## src/rtl/pwm_pattern_sequencer.sv

```systemverilog
// Programmable duty pattern engine: ramps duty toward each table entry by one
// LSB per (ramp_div+1) PWM periods, holds it, then advances (one-shot or looping).
module pwm_pattern_sequencer #(
    parameter int unsigned DUTY_W = 6,
    parameter int unsigned STEPS  = 4,
    parameter int unsigned HOLD_W = 8,
    parameter int unsigned DIV_W  = 10,
    localparam int unsigned IDX_W = (STEPS > 1) ? $clog2(STEPS) : 1
) (
    input  logic              clk,
    input  logic              rst,
    input  logic              cfg_we,
    input  logic [IDX_W-1:0]  cfg_addr,
    input  logic [DUTY_W-1:0] cfg_duty,
    input  logic [HOLD_W-1:0] cfg_hold,
    input  logic [DIV_W-1:0]  ramp_div,
    input  logic              start,
    input  logic              stop,
    input  logic              loop_en,
    input  logic              period_tick,
    output logic [DUTY_W-1:0] duty_out,
    output logic              duty_update,
    output logic              busy,
    output logic [IDX_W-1:0]  step_idx,
    output logic              done
);

    typedef enum logic [1:0] {
        S_IDLE,
        S_RAMP,
        S_HOLD
    } state_t;

    state_t            state_q, state_d;
    logic [DUTY_W-1:0] duty_q, duty_d;
    logic [DUTY_W-1:0] tgt_q, tgt_d;
    logic [HOLD_W-1:0] hold_q, hold_d;
    logic [HOLD_W-1:0] hold_cnt_q, hold_cnt_d;
    logic [DIV_W-1:0]  div_q, div_d;
    logic [IDX_W-1:0]  step_q, step_d;
    logic              upd_q, upd_d;
    logic              done_q, done_d;
    logic [DUTY_W-1:0] tbl_duty_q [STEPS];
    logic [DUTY_W-1:0] tbl_duty_d [STEPS];
    logic [HOLD_W-1:0] tbl_hold_q [STEPS];
    logic [HOLD_W-1:0] tbl_hold_d [STEPS];
    logic [IDX_W-1:0]  next_step;

    // Power-of-two table: incrementing the last index wraps naturally to 0.
    assign next_step = step_q + IDX_W'(1);

    always_comb begin
        tbl_duty_d = tbl_duty_q;
        tbl_hold_d = tbl_hold_q;
        if (cfg_we) begin
            tbl_duty_d[cfg_addr] = cfg_duty;
            tbl_hold_d[cfg_addr] = cfg_hold;
        end
    end

    always_comb begin
        state_d    = state_q;
        duty_d     = duty_q;
        tgt_d      = tgt_q;
        hold_d     = hold_q;
        hold_cnt_d = hold_cnt_q;
        div_d      = div_q;
        step_d     = step_q;
        upd_d      = 1'b0;
        done_d     = 1'b0;
        // Stop is handled identically in every state: clear duty and return to IDLE.
        if (stop) begin
            state_d = S_IDLE;
            duty_d  = '0;
            upd_d   = (duty_q != '0);
            step_d  = '0;
        end else begin
            case (state_q)
                S_IDLE: begin
                    if (start) begin
                        tgt_d   = tbl_duty_q[0];
                        hold_d  = tbl_hold_q[0];
                        step_d  = '0;
                        div_d   = '0;
                        state_d = S_RAMP;
                    end
                end
                S_RAMP: begin
                    if (duty_q == tgt_q) begin
                        state_d    = S_HOLD;
                        hold_cnt_d = '0;
                    end else if (period_tick) begin
                        if (div_q == ramp_div) begin
                            div_d  = '0;
                            duty_d = (duty_q < tgt_q) ? duty_q + DUTY_W'(1)
                                                      : duty_q - DUTY_W'(1);
                            upd_d  = 1'b1;
                        end else begin
                            div_d = div_q + DIV_W'(1);
                        end
                    end
                end
                S_HOLD: begin
                    if (hold_cnt_q == hold_q) begin
                        if ((step_q == IDX_W'(STEPS - 1)) && !loop_en) begin
                            state_d = S_IDLE;
                            done_d  = 1'b1;
                        end else begin
                            step_d  = next_step;
                            tgt_d   = tbl_duty_q[next_step];
                            hold_d  = tbl_hold_q[next_step];
                            div_d   = '0;
                            state_d = S_RAMP;
                        end
                    end else if (period_tick) begin
                        hold_cnt_d = hold_cnt_q + HOLD_W'(1);
                    end
                end
                default: state_d = S_IDLE;
            endcase
        end
    end

    always_ff @(posedge clk) begin
        if (rst) begin
            state_q    <= S_IDLE;
            duty_q     <= '0;
            tgt_q      <= '0;
            hold_q     <= '0;
            hold_cnt_q <= '0;
            div_q      <= '0;
            step_q     <= '0;
            upd_q      <= 1'b0;
            done_q     <= 1'b0;
            for (int unsigned i = 0; i < STEPS; i++) begin
                tbl_duty_q[i] <= '0;
                tbl_hold_q[i] <= '0;
            end
        end else begin
            state_q    <= state_d;
            duty_q     <= duty_d;
            tgt_q      <= tgt_d;
            hold_q     <= hold_d;
            hold_cnt_q <= hold_cnt_d;
            div_q      <= div_d;
            step_q     <= step_d;
            upd_q      <= upd_d;
            done_q     <= done_d;
            tbl_duty_q <= tbl_duty_d;
            tbl_hold_q <= tbl_hold_d;
        end
    end

    assign duty_out    = duty_q;
    assign duty_update = upd_q;
    assign busy        = (state_q != S_IDLE);
    assign step_idx    = step_q;
    assign done        = done_q;

endmodule

```

## config.mk

```make
export PLATFORM = sky130hd
export DESIGN_NAME = pwm_pattern_sequencer
export DESIGN_NICKNAME = d
export VERILOG_FILES = /design/src/rtl/pwm_pattern_sequencer.sv
export SDC_FILE = /design/constraint.sdc
export NUM_CORES = 1
export LEC_CHECK = 0
export BUFFER_PORTS_ARGS = -buffer_cell sky130_fd_sc_hd__buf_2
export CAP_MARGIN = 10
export CELL_PAD_IN_SITES_DETAIL_PLACEMENT = 1
export CELL_PAD_IN_SITES_GLOBAL_PLACEMENT = 1
export CORE_MARGIN = 2
export CORE_UTILIZATION = 47
export DETAILED_ROUTE_END_ITERATION = 8
export PLACE_DENSITY = 0.88
export SYNTH_ARGS = -nofsm -noshare
export SYNTH_HDL_FRONTEND = slang
export SYNTH_SLANG_ARGS = --single-unit
```

## constraint.sdc

```tcl
create_clock -name clk -period 4.5 [get_ports clk]
set_clock_uncertainty 0.2 [all_clocks]
set_input_delay 0.45 -clock clk [delete_from_list [all_inputs] [get_ports clk]]
set_output_delay 0.45 -clock clk [all_outputs]
set_load 0.03 [all_outputs]
```

# ---- Word-level counts from Yosys, hierarchy flattened
# Index checks and enable logic that the tools add are counted.
dict set report totals {
  elab_cells 110
  in_bits 33
  register_bits 100
}
dict set report op_classes {
  n_addsub 5
  reduce_logical 17
  muxes 47
  order_cmp 4
  bitwise_logic 6
  n_eq_ne 14
}
# op count
set ops {}
lappend ops {{$mux W8} 9}
lappend ops {{$mux W10} 6}
lappend ops {{$mux W6} 7}
lappend ops {{$bwmux W32} 1}
lappend ops {{$pmux W8 S2} 2}
lappend ops {{$pmux W10 S3} 1}
lappend ops {{$bwmux W24} 1}
lappend ops {{$bmux W8 S2} 1}
lappend ops {{$demux W8 S2} 1}
lappend ops {{$ne A2 B2 Y1 const B} 8}
lappend ops {{$bmux W6 S2} 1}
lappend ops {{$demux W6 S2} 1}
lappend ops {{$mux W2} 6}
lappend ops {{$pmux W6 S2} 1}
lappend ops {{$add A10 B1 Y10 const B} 1}
lappend ops {{$eq A10 B10 Y1} 1}
lappend ops {{$reduce_and A5 Y1} 2}
lappend ops {{$add A8 B1 Y8 const B} 1}
lappend ops {{$eq A8 B8 Y1} 1}
lappend ops {{$reduce_and A4 Y1} 2}
lappend ops {{$mux W1} 7}
lappend ops {{$reduce_and A7 Y1} 1}
lappend ops {{$add A6 B1 Y6 const B} 1}
lappend ops {{$eq A6 B6 Y1} 1}
lappend ops {{other kinds (20)} 29}

# ---- Depth between registers and ports, before layout
# Gate-level depths: netlist of run 1.
dict set report logic_depth {
  depth_word 8
  ltp_mapped 13
  ltp_nobuf 13
}

# ---- Worst setup path before layout of run 1
# No wires, ideal clock.
dict set report synth_path {
  path_type {register to register}
  start {register duty_q[4], in the netlist duty_out[4]}
  end {register duty_q[5], in the netlist duty_out[5]}
  path_stages_with_launch 13
  slack_ps 1436
  required_time_ps 4184
  t_arrival_ps 2748
  path_buffers 0
  setup_time_ps 116
  synth_period_minus_slack_ps 3064
  cell_sequence {dfxtp_1 -> ha_1 -> a21oi_1 -> nand2_1 -> a211oi_1 -> inv_1 -> ha_1 -> a211oi_1 -> o21bai_1 -> a21oi_1 -> xor2_1 -> a21oi_1 -> a31o_1}
}
dict set report synth_via {
  elab_chain_cells 3
}
# item line_no
set synth_lines {}
lappend synth_lines {{start, declared} 35} ;# logic [DUTY_W-1:0] duty_q, duty_d;
lappend synth_lines {{start signal, assigned} 141} ;# duty_q <= duty_d;
lappend synth_lines {{parallel branches: the longest is 3 deep, another holds $sub A6 B1 Y6} -}
# Several ways; the timed one is not identified.
# A chain may end at the register's enable or synchronous reset.

# ---- Final worst setup path of run 1
# Ends and elaborated chain as after synthesis.

==> results of run 1 <==
[layout make-up]
class	instances	share of cell area
Inverter	11	0.00783
Timing Repair Buffer	48	0.0479
Clock buffer	12	0.0275
Sequential cell	100	0.379
Multi-Input combinational cell	479	0.499
Tap cell	136	0.0323
Clock inverter	4	0.00569
[sequential cells by signal, summed over array words and instances, names as in the netlist]
signal,cells
div_q,10
done,1
duty_out,6
duty_update,1
hold_cnt_q,8
hold_q,8
state_q,2
step_idx,2
tbl_duty_q,24
tbl_hold_q,32
tgt_q,6
[power groups by stage]
stage	Clock [mW]	Sequential, mW	Combinational [mW]
6_report	0.537	0.916	0.146
5_1_grt	0.590	0.919	0.163
4_1_cts	0.551	0.916	0.147
3_5_place_dp	0	0.937	0.146
3_3_place_gp	0	0.935	0.138
2_1_floorplan	0	0.933	0.0943
[kinds of logic (layout without fill, tap and decap cells)]
group / count (synthesis) / count (layout) / share of synthesized area
flip-flops: 100 / 100 / 0.414
AO/OA/AOI/OAI: 161 / 161 / 0.200
XOR/XNOR: 23 / 23 / 0.0417
AND/OR/NAND/NOR: 276 / 276 / 0.255
buffers and inverters: 51 / 75 / 0.0406
adder cells (fa/ha/maj): 14 / 14 / 0.0378
multiplexers: 5 / 5 / 0.0106
[worst min-delay path by stage]
stage,from,end
final,cfg_duty[5],tbl_duty_q[11]$_SDFFE_PP0P_
after global routing,cfg_duty[4],tbl_duty_q[10]$_SDFFE_PP0P_
after CTS,cfg_duty[0],tbl_duty_q[0]$_SDFFE_PP0P_
after detailed placement,tbl_duty_q[22]$_SDFFE_PP0P_,tbl_duty_q[22]$_SDFFE_PP0P_
after global placement,tbl_duty_q[0]$_SDFFE_PP0P_,tbl_duty_q[0]$_SDFFE_PP0P_
after floorplan,tbl_hold_q[3]$_SDFFE_PP0P_,tbl_hold_q[3]$_SDFFE_PP0P_
[layer usage]
layer | share of wire | vias to the layer above | global-route usage
met5 | 0 | - | 0
li1 | - | 2198 | -
met1 | 0.43 | 2181 | 0.307
met3 | 0.035 | 10 | 0.0569
met2 | 0.52 | 80 | 0.458
met4 | 0.0087 | 0 | 0.0657
[layout by cell type (no fill, tap or decap), types with 3 or more instances in the layout]
cell	synthesis	routed
nor2_1	21	21
or3_1	8	8
and2_1	6	6
o21ai_0	8	8
inv_1	10	10
a211oi_1	3	3
or2_2	5	5
nor3_1	3	3
buf_4	0	5
xnor2_1	14	14
nor2b_1	9	9
nand4_1	6	6
mux2i_1	4	4
a22oi_1	13	13
dfxtp_1	100	100
nand2b_1	5	5
and3_1	6	6
o31ai_1	4	4
nand2_1	172	172
a21oi_1	91	91
ha_1	13	13
o21bai_1	5	5
nor4_1	5	5
xor2_1	9	9
a21o_1	7	7
o211ai_1	15	15
buf_2	3	43
nand3_1	23	23
clkbuf_8	0	10
[synthesized netlist by cell type (all sizes together) (6+ instances only)]
master  count  area share
xor2        9       0.016
nand3      23       0.024
ha         13       0.034
nor2       21       0.016
a21oi      92       0.096
or3         8       0.010
nand2     172        0.13
dfxtp     100        0.41
xnor2      14       0.025
o21ai       9      0.0093
clkbuf     33       0.026
and3        6      0.0078
nand4       6      0.0078
a22oi      13       0.020
o211ai     15       0.023
nor2b       9       0.012
buf         7      0.0062
a21o        7       0.011
and2        6      0.0078
inv        11      0.0085
[stage by stage]
stage	power, mW	utilization	setup slack, ns	cell area [um^2]	hold WS, ns
2_1_floorplan	1.03	-	1.44	4830	0.233
5_1_grt	1.67	0.520	1.02	5280	0.123
3_3_place_gp	1.07	0.503	1.51	5100	0.242
3_5_place_dp	1.08	0.503	1.28	5100	0.247
6_report	1.60	0.520	1.28	5280	0.145
4_1_cts	1.61	0.520	1.26	5280	0.127
[worst max-delay path, cell delays in order, from the launching register on]
cell      delay [ns]
dfxtp_1         0.36
ha_1            0.34
a21oi_1         0.16
nand2_1         0.06
a211oi_1        0.35
inv_1           0.20
ha_1            0.34
a211oi_1        0.27
o21bai_1        0.11
a21oi_1         0.18
xor2_1          0.23
a21oi_1         0.11
a31o_1          0.21
==> summary.txt, run 1 <==
Run status
  • Outcome: finished clean

Route
  • DRC errors left: 0
  • Routed WL per cell: 16.9 um
  • DRT iter0 DRCs: 159
  • Drt first pass iters: 5
  • Antenna viol nets, final: 0
  • DR vias/cell: 5.66
  • Vias: 4469
  • Total routed wirelength: 13400 um

CTS
  • Postcts setup bufs: 0
  • CTS tree: built
  • Clock sinks: 100
  • Cts bufs inserted: 9
  • Deepest clock path buffer count: 2
  • H-Tree Depth: 3
  • Worst skew pair latency: 0.37 ns
  • Worst-path clk slew: 0.10 ns
  • CTS Hold Bufs: 0
  • CTS root buf: clkbuf_8
  • # resized after CTS: 0

Placed design
  • DP HPWL: 9430 um
  • Routability congestion estimate: 0.785
  • DP Cell Count: 774
  • PortBufs: 43

Yosys
  • Yosys reg bits: 100
  • Syn nets: 677
  • Library cells used by synthesis: 52
  • Mapped Cells: 630
  • YS warnings: 0
  • Seq/Total Area, Yosys: 0.414
  • Dominant synthesized flop cell: dfxtp_1
  • Post-synth ARST share: 0
  • Mean Syn Cell Area: 7.67 um^2
  • Mapped cell area: 0.00483 mm^2
  • Post-synth EDFFs: 0

Worst setup path
  • FF-to-FF End: duty_out[5]$_SDFFE_PP0P_
  • Reg2Reg Depth: 12
  • Crit path from: duty_out[4]$_SDFFE_PP0P_
  • Flop-to-flop setup slack: 1.28 ns
  • Kind of end point of the critical path: register
  • Arrival @ worst endpoint: 3.29 ns
  • CP required: 4.56 ns
  • CP max FO: 5
  • Setup crit start kind: register
  • Critical Path Sink: duty_out[5]$_SDFFE_PP0P_
  • Kind of critical path: register to register
  • Reg-to-Reg Start: duty_out[4]$_SDFFE_PP0P_

Power and ir drop
  • Pint: 1.17 mW
  • Clock Power Share: 0.336
  • Sw frac: 0.267
  • Switch Pwr: 0.426 mW
  • Flop pwr share: 0.573
  • Pleak: 1.88 nW
  • Power Dens Cells: 303 mW/mm^2
  • Logic pwr share: 0.091
  • VDD IR max: 0.242 mV

Global route
  • GRT Overall Usage: 0.255
  • Total congestion overflow: 0
  • Initial antenna violation count: 0
  • First-pass GRT wire length: 22600 um
  • Largest net degree at the start of global routing: 52
  • Vias in the first global route: 4590

Flow run
  • Maxcap violations: 0

Layout
  • Final Non-Filler Cells: 790
  • Area of the multi-input gates: 0.00264 mm^2
  • Area growth syn-to-layout: 9.16%
  • Diodes inserted: 0
  • Fin nets: 696
  • Filler Cell Count: 1273
  • Reg area: 0.00200 mm^2
  • Share of layout cells above drive strength 1: 0.110

Timing
  • Setup TNS: 0 ns
  • Fin crit share: 0.716
  • Fin. Hold Viols: 0
  • Pins over their slew limit: 0
  • Final Setup Violations: 0
  • Worst Max-Slew Pin Slew: 1.20 ns
  • Tmin final: 3.22 ns
  • Relative slew margins: 0.197
  • Fmax: 0.311 GHz
  • RSZ-0062 raised after global routing: false

Floorplanning
  • Initial Util: 0.477
  • Row count: 37
  • Die X: 105 um
  • IO Count: 44
  • Core area: 0.0101 mm^2
  • Die height: 105 um
  • Die area: 0.0111 mm^2

Worst hold path
  • Cell count of the worst hold path: 3
  • Worst Hold Class: primary input to register
(Power assumes the default switching activity.)
==> run 2: changes to the inputs <==
- CORE_UTILIZATION: 47 -> 44
- PLACE_DENSITY: 0.88 -> 0.84
- clock period: 4.5 -> 3.4 ns (I/O delays scaled with it)
==> run 2 against run 1 <==
Effect of this change: design area increased by 1.0%; count of clock-buffer cells in the layout decreased by 3; power increased by 35%; via count about the same; largest cell class unchanged; die area increased by 6.6%.
==> summary.txt, run 2 (same netlist as run 1, synthesis figures left out) <==
Route
  • Vias: 4473
  • Wire length on met2: 6740 um
  • DRC errors left: 0
  • DR vias/cell: 5.61
  • Met3 wire length: 450 um
  • Total routed wirelength: 13300 um
  • Top layer in use: met4
  • Drt first pass iters: 4
  • Metal-1 WL: 5850 um
  • Antenna viol nets, final: 0
  • DRT iter0 DRCs: 166
  • Routed WL per cell: 16.6 um

Placed design
  • Routability congestion estimate: 0.832
  • DP HPWL: 9240 um
  • PortBufs: 43
  • DP Cell Count: 780
  • Place WS: 0.135 ns
  • DP Area: 0.00512 mm^2

Global route
  • Total congestion overflow: 0
  • Largest net degree at the start of global routing: 47
  • Vias in the first global route: 4531
  • GRT Overall Usage: 0.237
  • Initial antenna violation count: 0
  • First-pass GRT wire length: 22000 um

Timing
  • Setup ws final: 0.161 ns
  • Relative slew margins: 0.256
  • Tmin final: 3.24 ns
  • Final Setup Violations: 0
  • Fin crit share: 0.953
  • Worst Max-Slew Pin Slew: 1.10 ns
  • Final hold slack: 0.0223 ns
  • Pins over their slew limit: 0
  • Fin. Hold Viols: 0
  • Setup TNS: 0 ns
  • RSZ-0062 raised after global routing: false
  • Fmax: 0.309 GHz

Floorplanning
  • IO Count: 44
  • Die X: 109 um
  • Initial Util: 0.448
  • Row count: 38
  • Die area: 0.0118 mm^2
  • Die height: 109 um
  • Core area: 0.0108 mm^2

Run status
  • Outcome: finished clean

Layout
  • Biggest register: tbl_hold_q
  • Diodes inserted: 0
  • Largest registers: tbl_hold_q x32, tbl_duty_q x24, div_q x10
  • Commonest non-fill, non-tap cells in the layout: nand2_1, dfxtp_1, a21oi_1, buf_2, nand3_1
  • Number of flip-flops under the largest register name: 32
  • Final Non-Filler Cells: 797
  • Design Area, Final: 0.00533 mm^2
  • Final Util: 0.494
  • Area growth syn-to-layout: 10.3%
  • Share of layout cells above drive strength 1: 0.119
  • Fin nets: 699
  • Commonest non-fill, non-tap cell in the layout: nand2_1

Worst setup path
  • Kind of end point of the critical path: register
  • Kind of critical path: register to register
  • Arrival @ worst endpoint: 3.31 ns
  • CP required: 3.47 ns
  • Setup crit start kind: register
  • CP max FO: 5

Power and ir drop
  • Switch Pwr: 0.614 mW
  • Total power: 2.16 mW
  • VDD IR max: 0.242 mV
  • Flop pwr share: 0.561
  • Pint: 1.55 mW
  • Pleak: 1.91 nW
  • Sw frac: 0.284
  • Logic pwr share: 0.090
  • Power Dens Cells: 406 mW/mm^2
  • Clock Power Share: 0.349

Flow run
  • Maxcap violations: 0

Worst hold path
  • Worst Hold Class: primary input to register

CTS
  • CTS root buf: clkbuf_8
  • Worst-path clk slew: 0.12 ns
  • CTS Hold Bufs: 0
  • Cts bufs inserted: 9
  • CTS tree: built
  • H-Tree Depth: 3
  • Postcts setup bufs: 0
  • Deepest clock path buffer count: 2
  • Clock sinks: 100
  • Worst skew pair latency: 0.38 ns
-- run 2: worst paths after layout --
path,startpoint,to,slack (ns),depth (start not counted)
worst min-delay path,cfg_duty[2],tbl_duty_q[14]$_SDFFE_PP0P_,0.02,3
worst min register to register,tbl_hold_q[18]$_SDFFE_PP0P_,tbl_hold_q[18]$_SDFFE_PP0P_,0.26,2
worst max register to register,duty_out[3]$_SDFFE_PP0P_,duty_out[5]$_SDFFE_PP0P_,0.16,12
worst max-delay path,duty_out[3]$_SDFFE_PP0P_,duty_out[5]$_SDFFE_PP0P_,0.16,12
-- run 2: power groups by stage --
stage / registers (mW) / logic (mW) / clock network, mW
after CTS: 1.21 / 0.194 / 0.774
after global routing: 1.22 / 0.217 / 0.820
after global placement: 1.24 / 0.183 / 0
final: 1.21 / 0.195 / 0.754
after floorplan: 1.24 / 0.125 / 0
after detailed placement: 1.24 / 0.193 / 0
-- run 2: cell type report --
cell class / count / area [um^2]
clock buffers: 9 / 124
clock inverters: 7 / 67.6
fillers: 1348 / 5460
inverters: 11 / 41.3
multi-input cells: 479 / 2640
flip-flops and latches: 100 / 2000
well taps: 140 / 175
repair buffers: 51 / 279
-- run 2: what timing repair did --
item | in CTS | in global routing
hold endpoints to repair | 0 | 0
endpoints found under the setup margin | 0 | 1
gates resized for setup | 0 | 1
-- run 2: routing by layer --
metal | track usage | vias up
li1 | - | 2205
met1 | 0.283 | 2182
met2 | 0.436 | 72
met3 | 0.0341 | 14
met4 | 0.0723 | 0
met5 | 0 | -
-- run 2: worst max-delay path, cell delays in order, from the launching register on --
cell      delay (ns)
dfxtp_1         0.45
ha_1            0.29
nand4_1         0.17
a21oi_1         0.09
a211oi_2        0.30
inv_1           0.19
ha_1            0.34
a211oi_1        0.26
o21bai_1        0.11
a21oi_1         0.18
xor2_1          0.24
a21oi_1         0.12
a31o_1          0.21
==> run 3: changes to the inputs <==
- RECOVER_POWER: unset -> 100
==> run 3 against run 2 <==
Effect of this change: largest cell class unchanged; power is 0.15% lower; the run now ends with max-capacitance violations, max-slew violations left; wire length is 0.72% lower; global-route usage stayed put; register-to-register slack hardly changed; critical path type unchanged; sequential power hardly changed; sequential share of layout area is 0.20 points higher; die area stayed put; largest power group unchanged.
==> summary.txt, run 3 (same netlist as run 1, synthesis figures left out) <==
Layout
  • Commonest non-fill, non-tap cell in the layout: nand2_1
  • Diodes inserted: 0
  • Commonest non-fill, non-tap cells in the layout: nand2_1, dfxtp_1, a21oi_1, buf_2, nand3_1
  • Share of layout cells above drive strength 1: 0.0928
  • Number of flip-flops under the largest register name: 32
  • Filler Cell Count: 1351
  • Fin nets: 699
  • Biggest register: tbl_hold_q
  • Largest registers: tbl_hold_q x32, tbl_duty_q x24, div_q x10
  • Area growth syn-to-layout: 9.66%

CTS
  • Deepest clock path buffer count: 2
  • CTS Hold Bufs: 0
  • Cts bufs inserted: 9
  • Worst skew pair latency: 0.38 ns
  • H-Tree Depth: 3
  • CTS root buf: clkbuf_8
  • Worst-path clk slew: 0.12 ns
  • Clock sinks: 100
  • CTS tree: built
  • Postcts setup bufs: 0

Global route
  • First-pass GRT wire length: 22000 um
  • Vias in the first global route: 4531
  • GRT Overall Usage: 0.237
  • Initial antenna violation count: 0
  • Largest net degree at the start of global routing: 47
  • Total congestion overflow: 0

Placed design
  • DP HPWL: 9240 um
  • Routability congestion estimate: 0.832
  • PortBufs: 43

Power and ir drop
  • Power Dens Cells: 407 mW/mm^2
  • Pleak: 1.85 nW
  • VDD IR max: 0.242 mV
  • Total power: 2.16 mW

Timing
  • Fin. Hold Viols: 0
  • Tmin final: 3.23 ns
  • Setup TNS: 0 ns
  • Final Setup Violations: 0
  • Fin crit share: 0.951
  • Worst Max-Slew Pin Slew: 2.01 ns
  • Relative slew margins: -0.342
  • Fmax: 0.309 GHz
  • Pins over their slew limit: 57

Floorplanning
  • IO Count: 44
  • Die height: 109 um
  • Initial Util: 0.448
  • Die area: 0.0118 mm^2
  • Die X: 109 um
  • Core area: 0.0108 mm^2
  • Row count: 38

Route
  • Total routed wirelength: 13200 um
  • DRT iter0 DRCs: 148
  • Drt first pass iters: 4
  • Vias: 4474
  • Antenna viol nets, final: 0
  • Routed WL per cell: 16.5 um
  • DR vias/cell: 5.61
  • DRC errors left: 0

Worst setup path
  • Critical path, cell by cell: ha_1, nand4_1, a21oi_1, a211oi_2, inv_1, ha_1, a211oi_1, o21bai_1, a21oi_1, xor2_1, a21oi_1, a31o_1
  • Crit-path max cell delay: 0.45 ns
  • Kind of critical path: register to register
  • Setup crit start kind: register
  • CP max stage cell: dfxtp_1
  • Crit-path leading delay family: compound AO/OA/AOI/OAI gates
  • CP required: 3.47 ns
  • Arrival @ worst endpoint: 3.31 ns
  • Kind of end point of the critical path: register
  • Most common cell on crit path: a21oi_1
  • CP max FO: 5
  • Buf/Inv on CP: 1

Worst hold path
  • Worst Hold Class: primary input to register

Run status
  • Outcome: finished with violations
  • Failing checks: max-capacitance violations, max-slew violations

Flow run
  • Maxcap violations: 2
[run 3: per-stage QoR]
| step | worst slack (ns) | util | hold slack [ns] | cell area [um^2] | cells |
|---|---|---|---|---|---|
| 6_report | 0.165 | 0.491 | 0.0231 | 5300 | 797 |
| 5_1_grt | -0.00199 | 0.491 | 0.0187 | 5300 | 797 |
| 4_1_cts | 0.102 | 0.492 | 0.0146 | 5310 | 796 |
| 3_5_place_dp | 0.135 | 0.474 | 0.248 | 5120 | 780 |
| 3_3_place_gp | 0.379 | 0.474 | 0.241 | 5120 | 780 |
| 2_1_floorplan | 0.336 | - | 0.233 | 4830 | 630 |
[run 3: layout make-up]
| type | instances | area [um^2] | area share |
|---|---|---|---|
| repair buffers | 51 | 250 | 0.0472 |
| multi-input cells | 479 | 2640 | 0.498 |
| inverters | 11 | 41.3 | 0.00779 |
| clock inverters | 7 | 67.6 | 0.0127 |
| flip-flops and latches | 100 | 2000 | 0.378 |
| well taps | 140 | 175 | 0.0331 |
| clock buffers | 9 | 124 | 0.0234 |
[run 3: per-layer routing]
metal	vias up	part of all wire	track usage
li1	2206	-	-
met1	2181	0.44	0.283
met2	76	0.51	0.436
met3	11	0.044	0.0341
met4	0	0.013	0.0723
met5	-	0	0
[run 3: final timing paths]
kind | start | end | slack [ns] | cells after the start
worst max register to register | duty_out[3]$_SDFFE_PP0P_ | duty_out[5]$_SDFFE_PP0P_ | 0.17 | 12
worst max-delay path | duty_out[3]$_SDFFE_PP0P_ | duty_out[5]$_SDFFE_PP0P_ | 0.17 | 12
worst min register to register | tbl_hold_q[18]$_SDFFE_PP0P_ | tbl_hold_q[18]$_SDFFE_PP0P_ | 0.26 | 2
worst min-delay path | cfg_duty[2] | tbl_duty_q[14]$_SDFFE_PP0P_ | 0.02 | 3
[run 3: worst min-delay path, cell delays in order]
cell and delay (ns):
buf_2 0.12, nand2_1 0.05, a21oi_1 0.05
[run 3: what timing repair did]
action	in CTS	in global routing
resized for setup	0	1
hold endpoints to repair	0	0
endpoints found under the setup margin	0	1
[run 3: where the power goes]
group          internal, mW  switching (mW)  leakage (nW)
combinational        0.0627           0.129         0.940
sequential             1.20          0.0158         0.810
clock                 0.286           0.468        0.0993
total                  1.55           0.613          1.85
